--- src/rtl/truth_table_sweeper.sv ---
// truth_table_sweeper
//   Exhaustive checker for 4-input combinational function implementations.
//   It walks abcd = 0..15 and drives every implementation with the same vector.
//   Each vector is held for SETTLE cycles. The design then samples all
//   implementation outputs and compares them with the golden minterm mask.
//   Results: a mismatching-vector count, a sticky per-implementation fail mask,
//   the first failing vector, and a pass flag.
//
//   Optional build macro: STOP_ON_FAIL_EN
//     When defined, the first vector with any mismatch ends the sweep at once.
//
// Ports
//   clk         in   1       clock, rising edge
//   reset       in   1       synchronous, active-high
//   start       in   1       begin a sweep (accepted in IDLE or DONE only)
//   impl_s      in   N_IMPL  outputs of the implementations under check
//   abcd        out  4       vector being driven (abcd[3]=a ... abcd[0]=d)
//   vec_valid   out  1       abcd is live (DRIVE or SAMPLE)
//   busy        out  1       sweep in progress
//   done        out  1       sweep finished, held until start or reset
//   pass        out  1       valid with done: no mismatching vectors
//   err_count   out  5       vectors with at least one mismatch (0..16)
//   fail_mask   out  N_IMPL  sticky per-implementation mismatch flags
//   first_fail  out  4       first mismatching vector, 0 if none
//
// state  | meaning
// IDLE   | waiting for the first start after reset
// DRIVE  | vector applied, settle timer running
// SAMPLE | one-cycle compare of all impl outputs against golden
// DONE   | results held; done/pass published one cycle after entry
module truth_table_sweeper #(
  parameter int          N_IMPL       = 6,
  parameter logic [15:0] MINTERM_MASK = 16'h7310,
  parameter int          SETTLE       = 1
) (
  input  logic              clk,
  input  logic              reset,
  input  logic              start,
  input  logic [N_IMPL-1:0] impl_s,
  output logic [3:0]        abcd,
  output logic              vec_valid,
  output logic              busy,
  output logic              done,
  output logic              pass,
  output logic [4:0]        err_count,
  output logic [N_IMPL-1:0] fail_mask,
  output logic [3:0]        first_fail
);

  typedef enum logic [1:0] {IDLE, DRIVE, SAMPLE, DONE} state_t;

  localparam logic [3:0] SETTLE_LD = 4'(SETTLE - 1);

  state_t            state, state_nxt;
  logic [3:0]        settle_cnt;
  logic [N_IMPL-1:0] mism;
  logic              any_mism;
  logic              golden_bit;
  logic              start_ok;
  logic              stop_hit;

  assign start_ok   = start && ((state == IDLE) || (state == DONE));
  assign vec_valid  = (state == DRIVE) || (state == SAMPLE);
  assign golden_bit = MINTERM_MASK[abcd];

  // Case inequality so an X/Z output from an implementation counts as a failure.
  always_comb begin
    mism = '0;
    for (int i = 0; i < N_IMPL; i++) begin
      mism[i] = (impl_s[i] !== golden_bit);
    end
  end

  assign any_mism = |mism;

`ifdef STOP_ON_FAIL_EN
  assign stop_hit = any_mism;
`else
  assign stop_hit = 1'b0;
`endif

  always_ff @(posedge clk) begin
    if (reset) state <= IDLE;
    else       state <= state_nxt;
  end

  always_comb begin
    state_nxt = state;
    case (state)
      IDLE:    if (start) state_nxt = DRIVE;
      DRIVE:   if (settle_cnt == 4'd0) state_nxt = SAMPLE;
      SAMPLE:  if ((abcd == 4'd15) || stop_hit) state_nxt = DONE;
               else state_nxt = DRIVE;
      DONE:    if (start) state_nxt = DRIVE;
      default: state_nxt = IDLE;
    endcase
  end

  always_ff @(posedge clk) begin
    if (reset) begin
      abcd       <= 4'd0;
      busy       <= 1'b0;
      done       <= 1'b0;
      pass       <= 1'b0;
      err_count  <= 5'd0;
      fail_mask  <= '0;
      first_fail <= 4'd0;
      settle_cnt <= 4'd0;
    end else if (start_ok) begin
      abcd       <= 4'd0;
      busy       <= 1'b1;
      done       <= 1'b0;
      pass       <= 1'b0;
      err_count  <= 5'd0;
      fail_mask  <= '0;
      first_fail <= 4'd0;
      settle_cnt <= SETTLE_LD;
    end else begin
      if ((state == DRIVE) && (settle_cnt != 4'd0)) begin
        settle_cnt <= settle_cnt - 4'd1;
      end
      if (state == SAMPLE) begin
        if (any_mism) begin
          if (err_count != 5'd16) err_count <= err_count + 5'd1;
          fail_mask <= fail_mask | mism;
          if (err_count == 5'd0) first_fail <= abcd;
        end
        if (state_nxt == DRIVE) begin
          abcd       <= abcd + 4'd1;
          settle_cnt <= SETTLE_LD;
        end
      end
      // busy still set here means DONE was just entered: publish results once.
      if ((state == DONE) && busy) begin
        busy <= 1'b0;
        done <= 1'b1;
        pass <= (err_count == 5'd0);
      end
    end
  end

endmodule
--- config.mk ---
export PLATFORM = sky130hd
export DESIGN_NAME = truth_table_sweeper
export DESIGN_NICKNAME = d
export VERILOG_FILES = /design/src/rtl/truth_table_sweeper.sv
export SDC_FILE = /design/constraint.sdc
export NUM_CORES = 1
export LEC_CHECK = 0
export ABC_CLOCK_PERIOD_IN_PS = 3600
export CELL_PAD_IN_SITES_DETAIL_PLACEMENT = 0
export CELL_PAD_IN_SITES_GLOBAL_PLACEMENT = 2
export CORE_MARGIN = 3
export CORE_UTILIZATION = 31
export DETAILED_ROUTE_END_ITERATION = 8
export HOLD_SLACK_MARGIN = 0.12
export PLACE_DENSITY = 0.82
export SYNTH_ARGS = -nofsm -noshare
export SYNTH_HDL_FRONTEND = slang
export SYNTH_SLANG_ARGS = --single-unit
--- constraint.sdc ---
create_clock -name clk -period 3.6 [get_ports clk]
set_input_delay 0.9 -clock clk [delete_from_list [all_inputs] [get_ports clk]]
set_output_delay 0.9 -clock clk [all_outputs]
set_load 0.02 [all_outputs]
# Word-level counts from Yosys, hierarchy flattened

Memories as Yosys holds them, arrays and structs flattened. A register that Yosys moved wholly into a read port is not among the register bits.
Index checks and enable logic that the tools add are counted.

Logic and storage cells: 56
Output and inout bits: 23
Bits in read-only memories: 16
Register bits after elaboration: 28
Memories kept: 1
Bits of input ports: 9

Memory list:

| memory          | depth | bits a word | read ports | clocked after Yosys merged registers in | wr ports | line | RTL |
|---|---|---|---|---|---|---|---|
| (no name shown) | 16    | 1           | 1          | 1                                       | 0        | 64   | `assign golden_bit = MINTERM_MASK[abcd];` |

Equality and inequality tests: 12
Magnitude comparators: 1
Reduce and logical (&&, ||, !) cells: 17
Bitwise gates (word level): 1
Add/subtract/negate cells: 3
Mux-type cells: 12

Operator list:

| kind                | count |
|---|---|
| $mux 4              | 5 |
| $mux 2              | 3 |
| $nex 1x1->1         | 6 |
| $or 6x6->6          | 1 |
| $pmux 2 s3          | 1 |
| $reduce_and 3->1    | 2 |
| $reduce_or 6->1     | 1 |
| $add 5x1->5 const B | 1 |
| $logic_not 5->1     | 1 |
| $lt 4x5->1 const B  | 1 |
| $ne 5x5->1 const B  | 1 |
| $add 4x1->4 const B | 1 |
| $eq 2x1->1 const B  | 2 |
| $eq 2x2->1 const B  | 2 |
| $eq 4x4->1 const B  | 1 |
| $logic_not 4->1     | 1 |
| $reduce_and 2->1    | 2 |
| $reduce_bool 4->1   | 1 |
| $reduce_or 2->1     | 2 |
| $sub 4x1->4 const B | 1 |
| $logic_and 1x1->1   | 3 |
| $mux 1              | 3 |
| $logic_not 2->1     | 1 |
| $logic_or 1x1->1    | 2 |
| $reduce_bool 2->1   | 1 |

# Logic depth before layout (Yosys ltp)

Gate-level depths: netlist of run 1.

Depth in word-level cells: 7
Mapped depth: 9
Gate-level depth less buffers: 7

# Worst setup path before layout of run 1

Ideal clock, no wire load.

Path type: input -> register
Start point: input impl_s[3]
End point: register err_count[2]
Slack: 1.366 ns
Stages: 4
Arrival: 2.117 ns
Buffers on the path: 0
Data required time: 3.484 ns
Setup time: 0.116 ns
Cell sequence: or4_1 mux2i_1 a221oi_1 a31o_2

Word-level cells in the longest chain between the ends: 3

RTL lines:

| what                              | line | RTL |
|---|---|---|
| start: declaration                | 39   | `input logic [N_IMPL-1:0] impl_s,` |
| $nex 1x1->1                       | 70   | `mism[i] = (impl_s[i] !== golden_bit);` |
| $reduce_or 6->1                   | 74   | `assign any_mism = \|mism;` |
| $reduce_and 3->1 (no source line) | -    |  |
| end signal: assignment            | 124  | `if (err_count != 5'd16) err_count <= err_count + 5'd1;` |
| end: declaration                  | 45   | `output logic [4:0] err_count,` |

Every way passes these cells.
A chain may end at the register's enable or synchronous reset.

# Worst setup path in the final report of run 1

Start point: register state[0]
End point: output vec_valid

Word-level cells in the longest chain between the ends: 2
Elaborated cells on any way between the ends: 3
Those cells by class: eq/ne (2); reduce/logical (1)

RTL lines:

| what                                            | line | RTL |
|---|---|---|
| start: declaration                              | 54   | `state_t state, state_nxt;` |
| start signal: assignment                        | 84   | `else state <= state_nxt;` |
| $eq 2x1->1 / $eq 2x2->1 (equally long branches) | 63   | `assign vec_valid = (state == DRIVE) \|\| (state == SAMPLE);` |
| $logic_or 1x1->1 (*)                            | 63   |  |
| end: declaration                                | 41   | `output logic vec_valid,` |

Every way passes the cells marked *; elsewhere a longest branch is shown, timed or not.

==> results of run 1 <==
worst paths after layout:
kind,endpoint,from,cells after the start
min reg2reg,fail_mask[0]$_SDFFE_PP0P_,fail_mask[0]$_SDFFE_PP0P_,2
min,fail_mask[0]$_SDFFE_PP0P_,fail_mask[0]$_SDFFE_PP0P_,2
max,vec_valid,state[0]$_SDFF_PP0_,4
max reg2reg,golden_bit$_DFF_P_,state[0]$_SDFF_PP0_,7
state kept, by name (all words and copies together) (netlist names):
register    count
err_count       5
done            1
pass            1
abcd            4
busy            1
settle_cnt      4
golden_bit      1
first_fail      4
state           2
fail_mask       6
worst max-delay path, stage by stage (launching register included):
cell and delay (ps):
dfxtp_1 460, inv_1 80, ha_1 340, inv_1 80
clkdlybuf4s50_1 610
per-layer routing:
layer / track usage, % / share of wire, %
met5: 0 / 0
met2: 21.6 / 44
met1: 17.6 / 48
met4: 6.84 / 2.2
met3: 4.86 / 5.6
cell usage after synthesis, drive strengths merged, types with 2 or more instances:
master | number | area (um2)
a221oi | 2 | 17.5
nand4 | 3 | 18.8
clkbuf | 2 | 7.51
and3 | 2 | 12.5
buf | 4 | 25.0
nand3 | 10 | 50.1
xnor2 | 5 | 43.8
ha | 8 | 100
or3 | 2 | 12.5
dfxtp | 29 | 581
inv | 8 | 30.0
nand2b | 3 | 18.8
nor3b | 2 | 15.0
o21ai | 7 | 35.0
a31o | 2 | 17.5
a21oi | 17 | 85.1
nand2 | 20 | 75.1
xor2 | 8 | 70.1
a211oi | 2 | 15.0
mux2i | 3 | 30.0
nor2 | 20 | 75.1
report_power, final:
part	internal [mW]	total, mW	switching (mW)	leakage (nW)
Combinational	0.131	0.322	0.191	0.400
Sequential	0.346	0.376	0.0306	0.234
Clock	0.173	0.300	0.127	0.0542
cell families after synthesis:
family / synth area share, %
fa+ha+maj: 6.98
flops: 40.5
buf+inv: 4.36
mux: 2.09
simple gates: 23.4
compound gates: 14.7
xor+xnor: 7.94
layout make-up:
class | count | area share [%]
sequential | 29 | 30.8
inverter | 8 | 1.59
timing repair buffer | 32 | 16.9
multi-input combinational | 128 | 41.9
tap | 52 | 3.45
clock inverter | 1 | 0.265
clock buffer | 7 | 5.11
stage by stage:
step	cells	instance area, um2
after floorplan	171	1430
after global placement	249	1780
after detailed placement	249	1780
after CTS	257	1890
after global routing	257	1890
final	257	1890
==> impl_metrics.ini, run 1 <==
[layout]
antenna_cells = 0
utilization_pct = 42.7
nets = 221
layout_common_cells = clkdlybuf4s50_1, dfxtp_1, nand2_1, nor2_1, a21oi_1
fillerInstances = 430
area_delta_synth_final_pct = 31.5
seqCellArea_um2 = 581
layout-drive-gt1-share_pct = 5.37
mostFrequentLayoutCell = clkdlybuf4s50_1
multi_input_area_um2 = 791

[pwr]
vdd_ir_drop_max_uv = 179
cellPowerDensity_mw_per_mm2 = 529
leakagePower_nw = 0.689
power_mw = 0.998

[drt]
drcViolationCount = 0
drtAntennaViolNets = 0
first_pass_iters = 5
wl_um = 3400
post_drt_wl_per_cell_um = 13.2
drt_iter0_drc = 74
via_per_inst = 5.11
vias = 1312

[synth]
synth_cell_types = 36
synthCells = 171
yosysWarnings = 0
synth_seq_area_share_pct = 40.5
synth_edf_count = 0
synth_ff_type = dfxtp_1
avgSynthCellArea_um2 = 8.39
syn-cell-area_mm2 = 0.00143
async_flop_share_pct = 0
synth_nets = 188
ys_ff_latch = 29

[clock_tree]
cts_buffers = 5
cts_setup_buffers = 0
clk_latency_ps = 280
cts_hold_buf = 0
htreeDepth = 2
clockRootBuffer = clkbuf_8
clock-sinks = 29
cts_tree = done
cts_resized = 0
clk_pin_slew_ps = 70
clk_path_buf_depth = 2

[sta]
fin_crit_ps = 2750
fmax_ghz = 0.363
tightest_slew_ps = 708
post-route-period-util_pct = 76.5
finalSetupViolations = 0
slew_viol_final = 0
hold_viol = 0
rsz0062_at_grt = false
tns_ps = 0
fin_skew_ps = 5.33
hold_ws_ps = 465
max_slew_margin_pct = 52.8
finalWorstSetupSlack_ps = 847

[placement]
hpwl_um = 2440
port_buffers = 31
gp_congestion = 0.806
pre_cts_slack_ps = 689

[global_routing]
grt_usage_pct = 14.1
grt_pass1_wl_um = 5830
grt_max_degree = 19
grt_pass1_vias = 1231
gr-total-overflow = 0
antenna_found_initial = 0

[status]
outcome = finished clean

[critical_path]
arrival_ps = 1850
reg2reg_slack_ps = 1150
cp_max_fo = 8
required_ps = 2700
start_kind = flip-flop
worst-setup-path-type = flip-flop to output port
worstSetupEndpointType = output port

[floorplan]
chipWidth_um = 74.0
fp-row-count = 24
die_y_um = 74.0
core-area_mm2 = 0.00441
start_util_pct = 32.5
die_area_mm2 = 0.00548
num_io_pins = 32

[run]
maxCapViolCount = 0

[hold_path]
hold_path_class = flip-flop to flip-flop
Note: power is estimated with default switching activity, not from simulation.
==> inputs of run 2 (changes only) <==
Settings changed: ABC_CLOCK_PERIOD_IN_PS 3600 to 2660, CORE_UTILIZATION 31 to 29, PLACE_DENSITY 0.82 to 0.78.
Clock period 3.6 ns to 2.66 ns, I/O delays scaled along.
==> impl_metrics.ini, run 2 (synthesis gave the netlist of run 1 again) <==
[global_routing]
grt_usage_pct = 12.9
gr-total-overflow = 0
antenna_found_initial = 0
grt_max_degree = 14
grt_pass1_vias = 1249
grt_pass1_wl_um = 6030

[critical_path]
rr_endpoint = golden_bit$_DFF_P_
worstSetupEndpointType = output port
crit_start = state[0]$_SDFF_PP0_
worst-setup-path-type = flip-flop to output port
reg2reg_slack_ps = 410
worstReg2RegStart = settle_cnt[0]$_SDFF_PP0_
ff2ff_path_depth = 8
cp_max_fo = 4
start_kind = flip-flop
arrival_ps = 1680
required_ps = 2000

[drt]
wl_um = 3570
drcViolationCount = 0
post_drt_wl_per_cell_um = 12.9
drt_iter0_drc = 72
drtAntennaViolNets = 0
first_pass_iters = 4
vias = 1319
via_per_inst = 4.76

[floorplan]
start_util_pct = 31.4
core-area_mm2 = 0.00456
num_io_pins = 32
chipWidth_um = 76.3
die_y_um = 76.3
die_area_mm2 = 0.00582
fp-row-count = 24

[clock_tree]
clk_pin_slew_ps = 60
cts_buffers = 5
cts_setup_buffers = 0
htreeDepth = 2
cts_hold_buf = 0
cts_resized = 0
clk_path_buf_depth = 2
clock-sinks = 29
cts_tree = done
clk_latency_ps = 280
clockRootBuffer = clkbuf_8

[sta]
hold_viol = 0
fin_skew_ps = 10.3
slew_viol_final = 0
post-route-period-util_pct = 88.1
finalWorstSetupSlack_ps = 318
fmax_ghz = 0.427
finalSetupViolations = 0
tns_ps = 0
rsz0062_at_grt = false
fin_crit_ps = 2340
max_slew_margin_pct = 55.7
tightest_slew_ps = 664

[hold_path]
min_path_cells = 2
whs_endpoint = pass$_SDFFE_PP0P_
hold_path_class = flip-flop to flip-flop
min-delay-start = pass$_SDFFE_PP0P_

[layout]
antenna_cells = 0
regMostFlops = fail_mask
layout-drive-gt1-share_pct = 8.02
layout_common_cells = clkdlybuf4s50_1, dfxtp_1, nand2_1, nor2_1, a21oi_1
fillerInstances = 487
mostFrequentLayoutCell = clkdlybuf4s50_1
top_regs = fail_mask (6), err_count (5)
largest_reg_flops = 6
area_delta_synth_final_pct = 37.3
final_cells = 277
nets = 228

[placement]
placed_cells = 269
port_buffers = 31
pre_cts_slack_ps = 44.5
gp_congestion = 0.736
hpwl_um = 2640

[pwr]
cellPowerDensity_mw_per_mm2 = 741
vdd_ir_drop_max_uv = 281
leakagePower_nw = 0.728
power_mw = 1.46

[status]
outcome = finished clean

[run]
maxCapViolCount = 0
==> run 2: worst max-delay path, cell delays in order, from the launching register on <==
cell,delay (ps)
dfxtp_1,330
inv_1,40
ha_1,330
inv_1,90
clkdlybuf4s50_1,610
==> run 2: layout make-up <==
type	instances	area (um2)	share of cell area, %
inverters	8	30.0	1.52
well taps	65	81.3	4.13
clock inverters	1	30.0	1.52
multi-input cells	128	791	40.2
repair buffers	39	370	18.8
clock buffers	7	86.3	4.38
flip-flops and latches	29	581	29.5
==> run 2: routing by layer <==
metal	global-route usage (%)	wire length, um	up-vias
li1	-	-	668
met1	16.7	1760	611
met2	18.7	1540	36
met3	5.44	223	4
met4	5.43	39	0
met5	0	0	-
==> run 2: worst max path at each step <==
| stage | end | slack, ps | cells past startpoint |
|---|---|---|---|
| 2_1_floorplan | golden_bit$_DFF_P_ | 480 | 8 |
| 3_3_place_gp | err_count[2]$_SDFFE_PP0P_ | 110 | 7 |
| 3_5_place_dp | err_count[2]$_SDFFE_PP0P_ | 40 | 7 |
| 4_1_cts | vec_valid | 300 | 4 |
| 5_1_grt | err_count[2]$_SDFFE_PP0P_ | 210 | 7 |
| 6_report | vec_valid | 320 | 4 |
==> run 2: report_power, final <==
group          leakage, nW  switching [mW]  internal [mW]
logic                0.435           0.284          0.206
registers            0.234          0.0299          0.468
clock network       0.0585           0.167          0.305
==> run 2: through the flow <==
| step | utilization [%] | hold WS, ps | instance area [um2] |
|---|---|---|---|
| 2_1_floorplan | - | 458 | 1430 |
| 5_1_grt | 43.1 | 503 | 1970 |
| 3_5_place_dp | 40.6 | 447 | 1850 |
| 4_1_cts | 43.1 | 457 | 1970 |
| 6_report | 43.1 | 454 | 1970 |
| 3_3_place_gp | 40.6 | 443 | 1850 |
==> edit 1: new RTL, config.mk and constraints of run 2 <==
`N_IMPL`: 6 -> 12.
--- a/src/rtl/truth_table_sweeper.sv
+++ b/src/rtl/truth_table_sweeper.sv
@@ -30,5 +30,5 @@
 // DONE   | results held; done/pass published one cycle after entry
 module truth_table_sweeper #(
-  parameter int          N_IMPL       = 6,
+  parameter int          N_IMPL       = 12,
   parameter logic [15:0] MINTERM_MASK = 16'h7310,
   parameter int          SETTLE       = 1
Ports: changed (resized fail_mask and impl_s); port bits go from 32 to 44. The function was not compared with the original's and may differ.
==> edit 1 against run 2 <==
- cell count increased by 21%
- power rose by 5.1%
- setup slack got worse by 170 ps
- critical path depth unchanged
- wire length increased by 21%
- area after synthesis rose by 28%
- worst hold slack gained 3.3 ps
- sequential cell count is 6 higher
- cell area increased by 24%
- synthesized cell count increased by 23%
- core utilization down 2.6 points
- sequential power rose by 22%
- via count increased by 21%
- largest power group unchanged
==> edit 1: results <==
group,metric,value,unit
outcome,status,"finished, final reports clean",
placed_design,hpwl,3222,um
setup_path,cp_max_fo,7,
placed_design,dp_slack,46.56,ps
synth,synth_fa_ha_area_share,5.468,%
cells_and_area,layout-drive-gt1-share,8.880,%
grt,grt_max_degree,19,
timing,fin_worst_skew,7.169,ps
synth,synth-xor-area-share,8.134,%
placed_design,io_buffers,43,
synth,ys_types,42,
clocking,path_clk_slew,70,ps
synth,muxShareOfSynthArea,5.947,%
cells_and_area,insertedDiodeCount,0,
grt,grt_usage,12.58,%
synth,synth_common_cells,"dfxtp_1, nor2_1, a21oi_1, nand2_1, xor2_1",
placed_design,place_area,2360,um^2
hold_path,hold_depth,2,
detailed_routing,wl,4325,um
setup_path,arrival,1850,ps
synth,synth_compound_area_share,15.93,%
grt,grt_pass1_vias,1544,
setup_path,ff2ff_path_depth,6,
detailed_routing,first_pass_iters,5,
synth,synth_area_leaders,"dfxtp_1, xor2_1, a21oi_1",
cells_and_area,fillers,631,
timing,tightestPinTransition,783.7,ps
synth,ys_seq_area_share,38.28,%
cells_and_area,fin_nets,281,
detailed_routing,via_per_inst,4.760,
clocking,cts_buffers,5,
grt,antenna_found_initial,0,
cells_and_area,largest_register_ffs,12,
cells_and_area,reg.largest.list,"fail_mask: 12 flops, err_count: 5 flops",
power_and_ir_drop,vdd_drop_max,0.4157,mV
setup_path,ff2ff_setup_slack,500,ps
setup_path,crit-reg2reg-launch,"abcd[1]",
synth,synth_fp_nets,233,
synth,synth_top_area_share,38.28,%
power_and_ir_drop,power_leakage,0.9151,nW
grt,grt_pass1_wl,7355,um
placed_design,gp_congestion,0.7497,
detailed_routing,initialDrtViolationCount,74,
==> edit 1: layout make-up <==
type / instances / area share, %
clock buffer: 7 / 3.127
clock inverter: 1 / 0.2050
inverter: 12 / 1.845
multi-input combinational: 155 / 42.80
sequential: 35 / 28.70
tap: 75 / 3.844
timing repair buffer: 49 / 19.48
==> edit 1: worst max path at each step <==
stage	from	endpoint	slack, ps	depth (start not counted)
4_1_cts	state[0]	vec_valid	140	4
3_5_place_dp	impl_s[10]	first_fail[0]	50	6
5_1_grt	state[0]	vec_valid	40	4
6_report	state[0]	vec_valid	150	4
3_3_place_gp	impl_s[10]	first_fail[0]	80	6
2_1_floorplan	abcd[0]	golden_bit	520	6
==> edit 1: critical path, stage by stage (launching register included) <==
cell             delay (ps)
dfxtp_1                 450
inv_1                    90
ha_1                    340
inv_1                    90
clkdlybuf4s50_1         600
==> edit 1: layer usage <==
layer | track usage, % | wire [um] | vias to the layer above | share of wire (%)
met4 | 4.317 | 71 | 0 | 1.6
met5 | 0 | 0 | - | 0
met2 | 19.49 | 1960 | 24 | 45
met1 | 16.73 | 2148 | 732 | 50
li1 | - | - | 828 | -
met3 | 3.592 | 145 | 6 | 3.4
==> edit 1: power by group <==
group,internal [mW],leakage (nW),total [mW],switching [mW]
Clock,0.184,0.0422,0.374,0.190
Sequential,0.564,0.283,0.607,0.0425
Combinational,0.229,0.590,0.554,0.324
Total,0.977,0.915,1.53,0.557
==> edit 1: through the flow <==
step	hold slack, ps	util, %	instances
after global placement	449.4	39.16	326
final	457.3	40.51	334
after CTS	465.1	40.51	334
after global routing	488.8	40.51	334
after floorplan	460.8	-	210
after detailed placement	454.8	39.16	326
==> edit 2: new RTL, config.mk and constraints of run 2 <==
Without the edit above. Add an input register stage for `start` and `impl_s`; this delays them by one clock.
--- a/src/rtl/truth_table_sweeper.sv
+++ b/src/rtl/truth_table_sweeper.sv
@@ -52,4 +52,12 @@
   localparam logic [3:0] SETTLE_LD = 4'(SETTLE - 1);
 
+  logic start_q;
+  logic [N_IMPL-1:0] impl_s_q;
+
+  always_ff @(posedge clk) begin
+    start_q  <= start;
+    impl_s_q <= impl_s;
+  end
+
   state_t            state, state_nxt;
   logic [3:0]        settle_cnt;
@@ -60,5 +68,5 @@
   logic              stop_hit;
 
-  assign start_ok   = start && ((state == IDLE) || (state == DONE));
+  assign start_ok   = start_q && ((state == IDLE) || (state == DONE));
   assign vec_valid  = (state == DRIVE) || (state == SAMPLE);
   assign golden_bit = MINTERM_MASK[abcd];
@@ -68,5 +76,5 @@
     mism = '0;
     for (int i = 0; i < N_IMPL; i++) begin
-      mism[i] = (impl_s[i] !== golden_bit);
+      mism[i] = (impl_s_q[i] !== golden_bit);
     end
   end
@@ -88,9 +96,9 @@
     state_nxt = state;
     case (state)
-      IDLE:    if (start) state_nxt = DRIVE;
+      IDLE:    if (start_q) state_nxt = DRIVE;
       DRIVE:   if (settle_cnt == 4'd0) state_nxt = SAMPLE;
       SAMPLE:  if ((abcd == 4'd15) || stop_hit) state_nxt = DONE;
                else state_nxt = DRIVE;
-      DONE:    if (start) state_nxt = DRIVE;
+      DONE:    if (start_q) state_nxt = DRIVE;
       default: state_nxt = IDLE;
     endcase
Formal check against the unedited RTL: not equivalent (Yosys sat finds a counterexample within 4 cycles, from zero or initial values and one cycle with reset high).
==> edit 2 against run 2 <==
- setup slack worse by 83 ps
- area after synthesis is 11% higher
- power grew 9.5%
- wire length is 0.70% lower
- sequential share of layout area grew 5.1 points
- cell area rose by 5.9%
- core utilization is 3.1 points lower
- combinational power rose by 4.5%
- sequential cell count is 7 higher
- critical endpoint unchanged
==> edit 2: results <==
group,metric,value,unit
grt,grt_usage,12.17,%
grt,grt_pass1_wl,5968,um
clocking,insertion_delay,290,ps
placed_design,io_buffers,31,
setup_path,crit-reg2reg-launch,"state[0]",
placed_design,place_inst,269,
hold_path,hp-start,"fail_mask[5]",
setup_path,cp_max_fo,7,
grt,grt_pass1_vias,1257,
cells_and_area,reg.largest.list,"fail_mask: 6 flops, impl_s_q: 6 flops, err_count: 5 flops",
placed_design,gp_congestion,0.8288,
synth,synth_area_leaders,"dfxtp_1, nor2_1, ha_1",
setup_path,arrival,1760,ps
cells_and_area,final_cells,277,
synth,ys_types,42,
synth,synthCells,172,
grt,met1_usage,13.75,%
grt,gr-usage-met2,20.53,%
cells_and_area,fin_nets,222,
power_and_ir_drop,power_leakage,0.8191,nW
clocking,cts-root-buf,"clkbuf_8",
cells_and_area,layout-drive-gt1-share,7.729,%
synth,yosysWarnings,0,
timing,relSlewSlack,62.68,%
cells_and_area,fillers,534,
outcome,status,"finished, final reports clean",
detailed_routing,initialDrtViolationCount,76,
detailed_routing,first_pass_iters,4,
hold_path,hold_path_class,"reg -> reg",
clocking,cts_htree_levels,2,
synth,synth_fp_nets,188,
clocking,clk_path_buf_depth,2,
clocking,path_clk_slew,80,ps
detailed_routing,wl,3542,um
timing,fin_worst_skew,6.579,ps
grt,grt_max_degree,21,
grt,antenna_found_initial,0,
setup_path,r2r-end,"golden_bit",
setup_path,ff2ff_setup_slack,520,ps
placed_design,hpwl,2683,um
detailed_routing,via_per_inst,4.740,
grt,grt_util_met3,4.372,%
synth,ys_seq_area_share,45.14,%
clocking,cts_resized,0,
power_and_ir_drop,vdd_drop_max,0.3384,mV
placed_design,place_area,1978,um^2
synth,synth_common_cells,"dfxtp_1, nor2_1, a21oi_1, inv_1, xor2_1",
cells_and_area,insertedDiodeCount,0,
## edit 2: layout make-up
type / count / share of cell area (%)
flip-flops and latches: 36 / 34.55
well taps: 70 / 4.199
clock inverters: 2 / 1.680
clock buffers: 6 / 3.479
multi-input cells: 119 / 38.51
inverters: 11 / 1.980
repair buffers: 33 / 15.60
## edit 2: worst max-delay path, cell delays in order, from the launching register on
cell,delay [ps]
dfxtp_1,380
inv_1,60
ha_1,360
inv_1,80
clkdlybuf4s50_1,590
## edit 2: kinds of logic (layout without fill, tap and decap cells)
logic type | count (synthesis) | after routing | synth area share (%)
fa+ha+maj | 7 | 7 | 5.486
xor+xnor | 15 | 15 | 8.228
flops | 36 | 36 | 45.14
mux | 6 | 6 | 3.762
simple gates | 58 | 58 | 18.10
buf+inv | 17 | 52 | 4.545
compound gates | 33 | 33 | 14.73
## edit 2: where the power goes
group,internal (mW),switching (mW),total [mW]
clock network,0.278,0.197,0.475
registers,0.577,0.0350,0.612
logic,0.199,0.312,0.512
total,1.05,0.544,1.60
## edit 2: worst min path at each step
stage | to | slack [ps] | cells past startpoint
floorplan | settle_cnt[2] | 470 | 2
global placement | fail_mask[1] | 450 | 2
detailed placement | done | 450 | 2
CTS | done | 470 | 2
global route | pass | 480 | 2
finish | fail_mask[5] | 470 | 2
## edit 2: routing by layer
metal	wire length [um]	up-vias
met5	0	-
met3	172	5
met2	1719	28
li1	-	670
met4	43	0
met1	1606	610
## edit 2: metrics by stage
step           worst slack, ps  util [%]
3_3_place_gp             568.5     38.00
2_1_floorplan            804.2         -
4_1_cts                  214.7     40.07
3_5_place_dp             534.1     38.00
5_1_grt                  136.0     40.07
6_report                 234.2     40.07
